--- src/rtl/display_scheduler.sv ---
// Time-shares one seven_segment display among NUM_SRC counter sources.
// Define DISP_SCHED_BLANK_EN to insert a BLANK_CYC-clock blanking gap on each switch.
module display_scheduler #(
  parameter int NUM_SRC      = 4,
  parameter int NUM_SEGMENTS = 4,
  parameter int CLK_PER      = 10,
  parameter int DWELL_MS     = 2000,
  parameter int BLANK_CYC    = 16
) (
  input  logic                                      clk,
  input  logic                                      reset,
  input  logic                                      button_down,
  input  logic                                      hold,
  input  logic [NUM_SRC-1:0]                        src_valid,
  input  logic [NUM_SRC-1:0][NUM_SEGMENTS-1:0][3:0] src_encoded,
  input  logic [NUM_SRC-1:0][NUM_SEGMENTS-1:0]      src_dp,
  output logic [NUM_SEGMENTS-1:0][3:0]              encoded,
  output logic [NUM_SEGMENTS-1:0]                   digit_point,
  output logic                                      blank,
  output logic [$clog2(NUM_SRC)-1:0]                sel,
  output logic                                      switched
);

  localparam longint DWELL_CYC =
    longint'(DWELL_MS) * 64'sd1000000 / longint'(CLK_PER);
  localparam int DW = (DWELL_CYC > 2) ? $clog2(DWELL_CYC) : 1;
  localparam logic [DW-1:0] DWELL_LAST = DW'(DWELL_CYC - 1);
  localparam int SW = $clog2(NUM_SRC);

  logic [DW-1:0] dwell_q, dwell_d;
  logic [SW-1:0] sel_d, nxt;
  logic          sw_d, found, hide, adv, in_show;

  // Round-robin search for the next valid source after sel
  always_comb begin
    logic [SW-1:0] idx;
    nxt   = sel;
    found = 1'b0;
    for (int i = 1; i < NUM_SRC; i++) begin
      idx = SW'((int'(sel) + i) % NUM_SRC);
      if (!found && src_valid[idx]) begin
        found = 1'b1;
        nxt   = idx;
      end
    end
  end

  assign adv = in_show &&
    ((dwell_q == DWELL_LAST && !hold) || button_down || !src_valid[sel]);

`ifdef DISP_SCHED_BLANK_EN
  localparam int BW = $clog2(BLANK_CYC + 1);
  localparam logic [BW-1:0] BLANK_LAST = BW'(BLANK_CYC - 1);

  typedef enum logic {SHOW, BLANK} state_t;

  state_t        state_q, state_d;
  logic [BW-1:0] bcnt_q, bcnt_d;

  assign in_show = (state_q == SHOW);

  always_ff @(posedge clk) begin
    if (reset) begin
      state_q <= SHOW;
      bcnt_q  <= '0;
    end else begin
      state_q <= state_d;
      bcnt_q  <= bcnt_d;
    end
  end

  always_comb begin
    state_d = state_q;
    bcnt_d  = bcnt_q;
    dwell_d = dwell_q;
    sel_d   = sel;
    sw_d    = 1'b0;
    case (state_q)
      SHOW: begin
        if (adv) begin
          dwell_d = '0;
          if (found) begin
            sel_d   = nxt;
            sw_d    = 1'b1;
            state_d = BLANK;
            bcnt_d  = '0;
          end
        end else if (!hold) begin
          dwell_d = dwell_q + DW'(1);
        end
      end
      BLANK: begin
        if (bcnt_q == BLANK_LAST) begin
          state_d = SHOW;
          bcnt_d  = '0;
        end else begin
          bcnt_d = bcnt_q + BW'(1);
        end
      end
      default: state_d = SHOW;
    endcase
    hide = !(|src_valid) || (state_d == BLANK);
  end
`else
  assign in_show = 1'b1;

  always_comb begin
    dwell_d = dwell_q;
    sel_d   = sel;
    sw_d    = 1'b0;
    if (adv) begin
      dwell_d = '0;
      if (found) begin
        sel_d = nxt;
        sw_d  = 1'b1;
      end
    end else if (!hold) begin
      dwell_d = dwell_q + DW'(1);
    end
    hide = !(|src_valid);
  end
`endif

  always_ff @(posedge clk) begin
    if (reset) begin
      sel         <= '0;
      dwell_q     <= '0;
      switched    <= 1'b0;
      blank       <= 1'b1;
      encoded     <= '0;
      digit_point <= '0;
    end else begin
      sel         <= sel_d;
      dwell_q     <= dwell_d;
      switched    <= sw_d;
      blank       <= hide;
      encoded     <= hide ? '0 : src_encoded[sel];
      digit_point <= hide ? '0 : src_dp[sel];
    end
  end

endmodule

--- config.mk ---
export PLATFORM = sky130hd
export DESIGN_NAME = display_scheduler
export DESIGN_NICKNAME = d
export VERILOG_FILES = /design/src/rtl/display_scheduler.sv
export SDC_FILE = /design/constraint.sdc
export NUM_CORES = 1
export LEC_CHECK = 0
export BUFFER_PORTS_ARGS = -buffer_cell sky130_fd_sc_hd__buf_2
export CORE_ASPECT_RATIO = 1.1
export CORE_MARGIN = 5
export CORE_UTILIZATION = 45
export CTS_BUF_LIST = sky130_fd_sc_hd__clkbuf_2 sky130_fd_sc_hd__clkbuf_4 sky130_fd_sc_hd__clkbuf_8
export CTS_CLUSTER_SIZE = 12
export DETAILED_ROUTE_END_ITERATION = 8
export GPL_TIMING_DRIVEN = 1
export MAX_ROUTING_LAYER = met4
export PLACE_DENSITY = 0.81
export SETUP_SLACK_MARGIN = 0.5
export SLEW_MARGIN = 20
export SYNTH_ARGS = -nofsm -noshare
export SYNTH_HDL_FRONTEND = slang
export SYNTH_SLANG_ARGS = --single-unit
--- constraint.sdc ---
create_clock -name clk -period 1.9 [get_ports clk]
set_input_delay 0.095 -clock clk [delete_from_list [all_inputs] [get_ports clk]]
set_output_delay 0.095 -clock clk [all_outputs]
set_load 0.03 [all_outputs]
==> metrics.md, run 1 <==
| Metric | Value |
|---|---|
| First-pass GRT wire length | `around 12 mm` |
| Peak VDD IR | `just under 0.7 mV` |
| Worst setup EP type | `register` |
| Mapped Nets | `roughly 350` |
| Critical path's slowest cell | `dfxtp_4` |
| Synth top area share | `between 30 and 40%` |
| Total core area | `5810 um^2` |
| RePlAce Congestion | `0.988` |
| Via density | `5.44` |
| Post-synth ARST share | `0%` |
| Min Tclk post-route | `~1.7 ns` |
| NumNets Final | `roughly 480` |
| Worst-path maximum fanout | `4` |
| Die span in y | `between 90 and 100 um` |
| Post-Synth Adder-Cell Area | `less than 1%` |
| CP top delay family | `multiplexers` |
| Top_reg_cell synth | `dfxtp_1` |
| Sink Count | `between 50 and 60` |
| Clock-pin slew on the worst setup and hold paths | `roughly 0.09 ns` |
| Initial Util | `46.5%` |
| Leak | `1.61 nW` |
| Clock tree from TritonCTS | `built` |
| Worst slew pin tran | `~0.6 ns` |
| Share of layout cells above drive strength 1 | `roughly 55%` |
| CTS Hold Buffers Added | `0` |
| Top Ports | `112` |
| Syn_area_per_cell | `10.3 um^2` |
| Critical Path Start Type | `register` |
| Sequential share of the synthesized area | `38.5%` |
| Commonest non-fill, non-tap cell in the layout | `buf_2` |
| Cells along the critical path | `mux2_4 > a22oi_4 > o221a_4 > o21ai_4 > nor3_2 > mux2_1` |
| Yosys warns | `0` |
| Syn-to-layout area delta | `39.8%` |
| Fin area | `around 3800 um^2` |
| CTS root buf | `clkbuf_8` |
| Final hold violations | `0` |
| RSZ-0062 raised after global routing | `yes` |
| Cell taking the most area after synthesis | `dfxtp_1` |
| DP HPWL | `between 5 and 6 mm` |
| Final Slew Violations | `0` |
| Number of port buffers | `between 100 and 150` |
| HP Class | `input pin to register` |
| Fmax achieved | `just under 0.6 GHz` |
| Worst path max stage delay | `around 0.38 ns` |
| Final Cycle Share | `90.9%` |
| Die area | `~7700 um^2` |
| Status | `finished clean` |
| Global route overflow | `0` |
| Simple-gate portion of the synthesized area | `~26%` |
| Compound-gate portion of the synthesized area | `~6.4%` |
| DR WL/cell | `~17 um` |
| H-tree depth | `2` |
| TritonRoute pass-1 iters | `4` |
| Bufs on Longest Clock Path | `2` |
| Power per cell area | `939 nW/um^2` |
| Largest family of logic cells by synthesized area | `simple AND/OR/NAND/NOR gates` |
| Initial DRC count | `roughly 160` |
| Skew-Pair Late Insertion Delay | `between 0.3 and 0.4 ns` |
| CP Class | `register to register` |
| Count of cell types in the netlist | `between 40 and 50` |
| Initial antenna violation count | `0` |
| Worst Skew | `about 0.0087 ns` |
| DIE WIDTH | `around 84 um` |
| Post-Synth XOR/XNOR Area | `under 10%` |
| Residual DRC | `0` |
| Synth Register Bits | `52` |
| Buf+Inv Stages, Crit Path | `0` |
| Synth Cell Area | `about 2700 um^2` |
| Max-slew headroom | `60.0%` |
| Vias | `between 2000 and 3000` |
| DP Area | `around 3400 um^2` |
| ANT cells | `0` |
| Ranking of synthesized cells by area | `dfxtp_1 39%, mux4_2 17%, nor2b_1 5.6%` |
| Post-route antenna net violation count | `0` |
| Commonest cells after routing, fill and taps aside | `111 x buf_2, 36 x nor2_1, 34 x dfxtp_1` |
| Critical Path RT | `roughly 2.1 ns` |
| CP arrival | `about 1.9 ns` |
| Number of global-route vias before repair | `about 2500` |
| GRT Total Usage | `19.0%` |
| Max cap viols | `0` |
| Setup-failing EPs final | `0` |
| Pin count of the biggest net entering global routing | `22` |
| Final wirelength | `~7.7 mm` |
| Cells after Synth | `around 260` |
| Multiplexer share of the synthesized area | `between 10% and 20%` |
| Row cnt | `29` |
| Setup TNS | `0 ns` |
| EDFF count, synth | `0` |
| CTS buffer count | `5` |
kinds of logic (layout without fill, tap and decap cells):
group | Yosys count | in the layout
simple gates | 122 | 122
xor+xnor | 22 | 22
fa+ha+maj | 1 | 1
flops | 52 | 52
buf+inv | 16 | 141
compound gates | 25 | 25
mux | 25 | 25
layer usage:
metal  part of all wire (%)  global-route usage [%]  vias up
met5                      0                       -        -
met4                    3.1                    7.10        0
met3                    4.9                    3.08       22
met2                     53                    32.8      106
met1                     39                    22.1     1218
li1                       -                       -     1185
cells in the mapped netlist (2+ instances only):
master,count
nor3_1,3
mux2_1,2
nand2b_1,2
nand4_1,7
a21o_1,2
dfxtp_1,52
nor2_1,37
or3_1,3
xor2_1,16
nand3_1,7
buf_4,2
mux4_2,20
nand2_1,16
a21oi_1,8
xnor2_1,6
and4_1,2
nor4b_1,3
nor2b_1,24
clkbuf_1,4
o211ai_1,2
buf_2,8
nor4_2,2
o21ai_0,6
mux2_2,2
nand4b_1,2
and3_1,2
worst reg2reg max path: stages, from the launching register on:
cell	delay, ns
dfxtp_4	0.38
mux2_4	0.31
a22oi_4	0.19
o221a_4	0.22
o21ai_4	0.07
nor3_2	0.11
mux2_1	0.33
metrics by stage:
stage	std cells	worst slack, ns	hold WS (ns)	util [%]	total power [mW]
after floorplan	263	0.154	0.167	-	2.43
after global placement	446	0.203	0.377	58.4	2.77
after detailed placement	446	0.151	0.364	58.4	2.80
after CTS	459	0.190	0.0328	61.7	3.53
after global routing	465	0.124	0.0344	65.0	3.74
final	465	0.173	0.0429	65.0	3.55
where the power goes:
part	switching [mW]	total, mW	internal (mW)	leakage [nW]
clock network	0.346	0.673	0.326	0.0523
logic	0.794	1.58	0.784	1.12
registers	0.0662	1.30	1.23	0.436
total	1.21	3.55	2.34	1.61
layout make-up:
cell class | instances | area [um^2]
multi-input cells | 195 | 1760
well taps | 77 | 96.3
repair buffers | 132 | 739
clock buffers | 8 | 97.6
flip-flops and latches | 52 | 1080
fillers | 484 | 2030
inverters | 1 | 3.75
flip-flops by register name, summed over array words and instances (netlist names):
signal,count
encoded,16
digit_point,4
blank,1
switched,1
sel,2
dwell_q,28
path summary, 6_finish.rpt:
check	startpoint	endpoint	slack, ns	cells past startpoint
setup reg to reg	sel[0]$_SDFFE_PP0P_	sel[0]$_SDFFE_PP0P_	0.17	6
hold / removal	reset	switched$_SDFF_PP0_	0.04	2
hold reg to reg	dwell_q[12]$_SDFFE_PP0N_	dwell_q[12]$_SDFFE_PP0N_	0.51	2
setup / recovery	sel[0]$_SDFFE_PP0P_	sel[0]$_SDFFE_PP0P_	0.17	6
timing repair:
item,CTS,global route
pin swaps,2,13
endpoints found under the setup margin,48,50
buffers inserted,5,5
resized for setup,14,44
cloned,0,1
Note: power is estimated with default switching activity, not from simulation.
==> run 2, diff against run 1 <==
--- a/config.mk
+++ b/config.mk
@@ -8,13 +8,13 @@
 export BUFFER_PORTS_ARGS = -buffer_cell sky130_fd_sc_hd__buf_2
 export CORE_ASPECT_RATIO = 1.1
 export CORE_MARGIN = 5
-export CORE_UTILIZATION = 45
+export CORE_UTILIZATION = 40
 export CTS_BUF_LIST = sky130_fd_sc_hd__clkbuf_2 sky130_fd_sc_hd__clkbuf_4 sky130_fd_sc_hd__clkbuf_8
 export CTS_CLUSTER_SIZE = 12
 export DETAILED_ROUTE_END_ITERATION = 8
 export GPL_TIMING_DRIVEN = 1
 export MAX_ROUTING_LAYER = met4
-export PLACE_DENSITY = 0.81
+export PLACE_DENSITY = 0.73
 export SETUP_SLACK_MARGIN = 0.5
 export SLEW_MARGIN = 20
 export SYNTH_ARGS = -nofsm -noshare
==> metrics.md, run 2 (synthesis results as in run 1) <==
| Metric | Value |
|---|---|
| CTS Hold Buffers Added | `0` |
| Clock tree from TritonCTS | `built` |
| Bufs on Longest Clock Path | `2` |
| Final wirelength | `7.98 mm` |
| Hold worst-path end | `switched$_SDFF_PP0_` |
| H-tree depth | `2` |
| Final hold violations | `0` |
| Critical Path RT | `2.10 ns` |
| Skew-Pair Late Insertion Delay | `between 0.3 and 0.4 ns` |
| Worst R2R Setup Slack | `roughly 0.13 ns` |
| First-pass GRT wire length | `11.3 mm` |
| Final Slew Violations | `0` |
| Worst r2r src | `sel[0]$_SDFFE_PP0P_` |
| Critical path's slowest cell | `dfxtp_4` |
| Syn-to-layout area delta | `51.5%` |
| Worst setup EP type | `register` |
| RSZ-0062 raised after global routing | `yes` |
| Vias | `~2600` |
| NumNets Final | `~500` |
| Initial antenna violation count | `0` |
| Row cnt | `31` |
| Clock-pin slew on the worst setup and hold paths | `approximately 0.090 ns` |
| Critical Path Start Type | `register` |
| Commonest non-fill, non-tap cell in the layout | `buf_2` |
| CP Class | `register to register` |
| Final Cycle Share | `93.1%` |
| DR WL/cell | `around 16 um` |
| DIE WIDTH | `~88 um` |
| CP top delay family | `multiplexers` |
| Setup-failing EPs final | `0` |
| DR top layer | `met4` |
| Max FFs per register | `28` |
| Hold depth | `2` |
| Residual DRC | `0` |
| Die area | `roughly 8500 um^2` |
| TritonRoute pass-1 iters | `4` |
| Post-route antenna net violation count | `0` |
| Max cap viols | `0` |
| Number of global-route vias before repair | `2458` |
| Fin area | `4090 um^2` |
| CTS root buf | `clkbuf_8` |
| Leak | `roughly 1.7 nW` |
| ANT cells | `0` |
| Status | `finished clean` |
| Commonest cells after routing, fill and taps aside | `111 x buf_2, 34 x dfxtp_1, 28 x nor2_1` |
| Met2 Routed Length | `between 4 and 5 mm` |
| Pin count of the biggest net entering global routing | `22` |
| Top Ports | `between 100 and 150` |
| Buf+Inv Stages, Crit Path | `0` |
| Biggest register | `dwell_q` |
| Initial Util | `around two fifths` |
| Worst path max stage delay | `between 0.3 and 0.4 ns` |
| Initial DRC count | `~140` |
| WL met3 | `around 290 um` |
| Flop pwr share | `roughly 34%` |
| Final worst setup slack | `~0.13 ns` |
| Switching share of power | `33.0%` |
| Global route overflow | `0` |
| DP HPWL | `~5.4 mm` |
| Cells along the critical path | `mux2_4 > a22oi_4 > o221a_4 > o21ai_2 > nor3_2 > mux2_1` |
| R2R Path End | `sel[0]$_SDFFE_PP0P_` |
| Peak VDD IR | `between 0.6 and 0.7 mV` |
| Worst Hold Launch | `reset` |
| Number of port buffers | `around 110` |
| Max-slew headroom | `a little over half` |
| Min Tclk post-route | `roughly 1.8 ns` |
| RePlAce Congestion | `~0.82` |
| Fmax achieved | `roughly 0.57 GHz` |
| Fin util | `62.1%` |
| Biggest regs | `dwell_q (28), encoded (16), digit_point (4)` |
| Sink Count | `52` |
| Power per cell area | `around 900 nW/um^2` |
| Total stage count of the critical path | `6` |
| Share of layout cells above drive strength 1 | `between 50% and 60%` |
| Sw Pwr | `1.25 mW` |
| Worst-path maximum fanout | `3` |
| DP Area | `approximately 3400 um^2` |
| R2R depth | `6` |
| Internal power | `~2.5 mW` |
| Total core area | `about 6600 um^2` |
| Total power | `around 3.8 mW` |
| GRT Total Usage | `between 10% and 20%` |
| Worst slew pin tran | `slightly below 0.7 ns` |
| Gate power share | `between 40% and 50%` |
| CTS buffer count | `5` |
| Worst Skew | `between 0.008 and 0.009 ns` |
| CP arrival | `~2.0 ns` |
| Setup TNS | `0 ns` |
| Via density | `approximately 5.3` |
| HP Class | `input pin to register` |
| Routed met1 length | `between 3 and 4 mm` |
| Die span in y | `96.2 um` |
| Setup WS pre-CTS | `slightly above 0.08 ns` |
| Clock power share | `approximately 20%` |
[run 2: changes by cell type in the layout (fill, tap and decap cells not counted), moves of 2 or more]
| cell | previous run | this run |
|---|---|---|
| buf_4 | 14 | 22 |
| nor2_1 | 36 | 28 |
| nor2_4 | 1 | 6 |
| a21oi_1 | 7 | 4 |
| a21oi_2 | 1 | 4 |
| buf_12 | 0 | 3 |
| nor2_2 | 0 | 3 |
| buf_8 | 0 | 2 |
| nand2_4 | 2 | 0 |
[run 2: metrics by stage]
step	hold slack (ns)	instances
detailed placement	0.372	449
global route	0.0774	486
floorplan	0.167	263
global placement	0.380	449
finish	0.0608	486
CTS	0.0498	476
[run 2: worst max path at each step]
stage,start,to,slack (ns)
floorplan,sel[0]$_SDFFE_PP0P_,sel[1]$_SDFFE_PP0P_,0.15
global placement,dwell_q[1]$_SDFFE_PP0N_,sel[1]$_SDFFE_PP0P_,0.15
detailed placement,dwell_q[1]$_SDFFE_PP0N_,sel[1]$_SDFFE_PP0P_,0.08
CTS,sel[0]$_SDFFE_PP0P_,sel[0]$_SDFFE_PP0P_,0.18
global route,sel[0]$_SDFFE_PP0P_,sel[0]$_SDFFE_PP0P_,0.1
finish,sel[0]$_SDFFE_PP0P_,sel[0]$_SDFFE_PP0P_,0.13
[run 2: final cells by class]
class	instances	area, um^2
clock inverters	2	35.0
multi-input cells	195	1840
well taps	82	103
flip-flops and latches	52	1070
fillers	528	2500
inverters	1	3.75
clock buffers	6	76.3
repair buffers	148	958
[run 2: worst reg2reg max path, stage by stage, from the launching register on]
cell and delay (ns):
dfxtp_4 0.39, mux2_4 0.31, a22oi_4 0.20, o221a_4 0.21, o21ai_2 0.08, nor3_2 0.14, mux2_1 0.33
[run 2: timing repair]
item	in CTS	in global routing
buffers inserted	17	9
setup endpoints to repair	47	51
gates resized for setup	43	40
gates cloned	2	1
pin swaps	10	20
[run 2: routing by layer]
| layer | track usage (%) | vias up |
|---|---|---|
| met5 | - | - |
| met4 | 6.30 | 0 |
| met3 | 2.83 | 13 |
| met2 | 29.4 | 63 |
| met1 | 21.1 | 1276 |
| li1 | - | 1222 |
[run 2: power by group through the flow]
stage / clock (mW) / combinational [mW] / sequential (mW)
finish: 0.769 / 1.73 / 1.29
global route: 0.844 / 1.84 / 1.31
CTS: 0.787 / 1.62 / 1.29
detailed placement: 0 / 1.49 / 1.31
global placement: 0 / 1.46 / 1.31
floorplan: 0 / 0.853 / 1.58
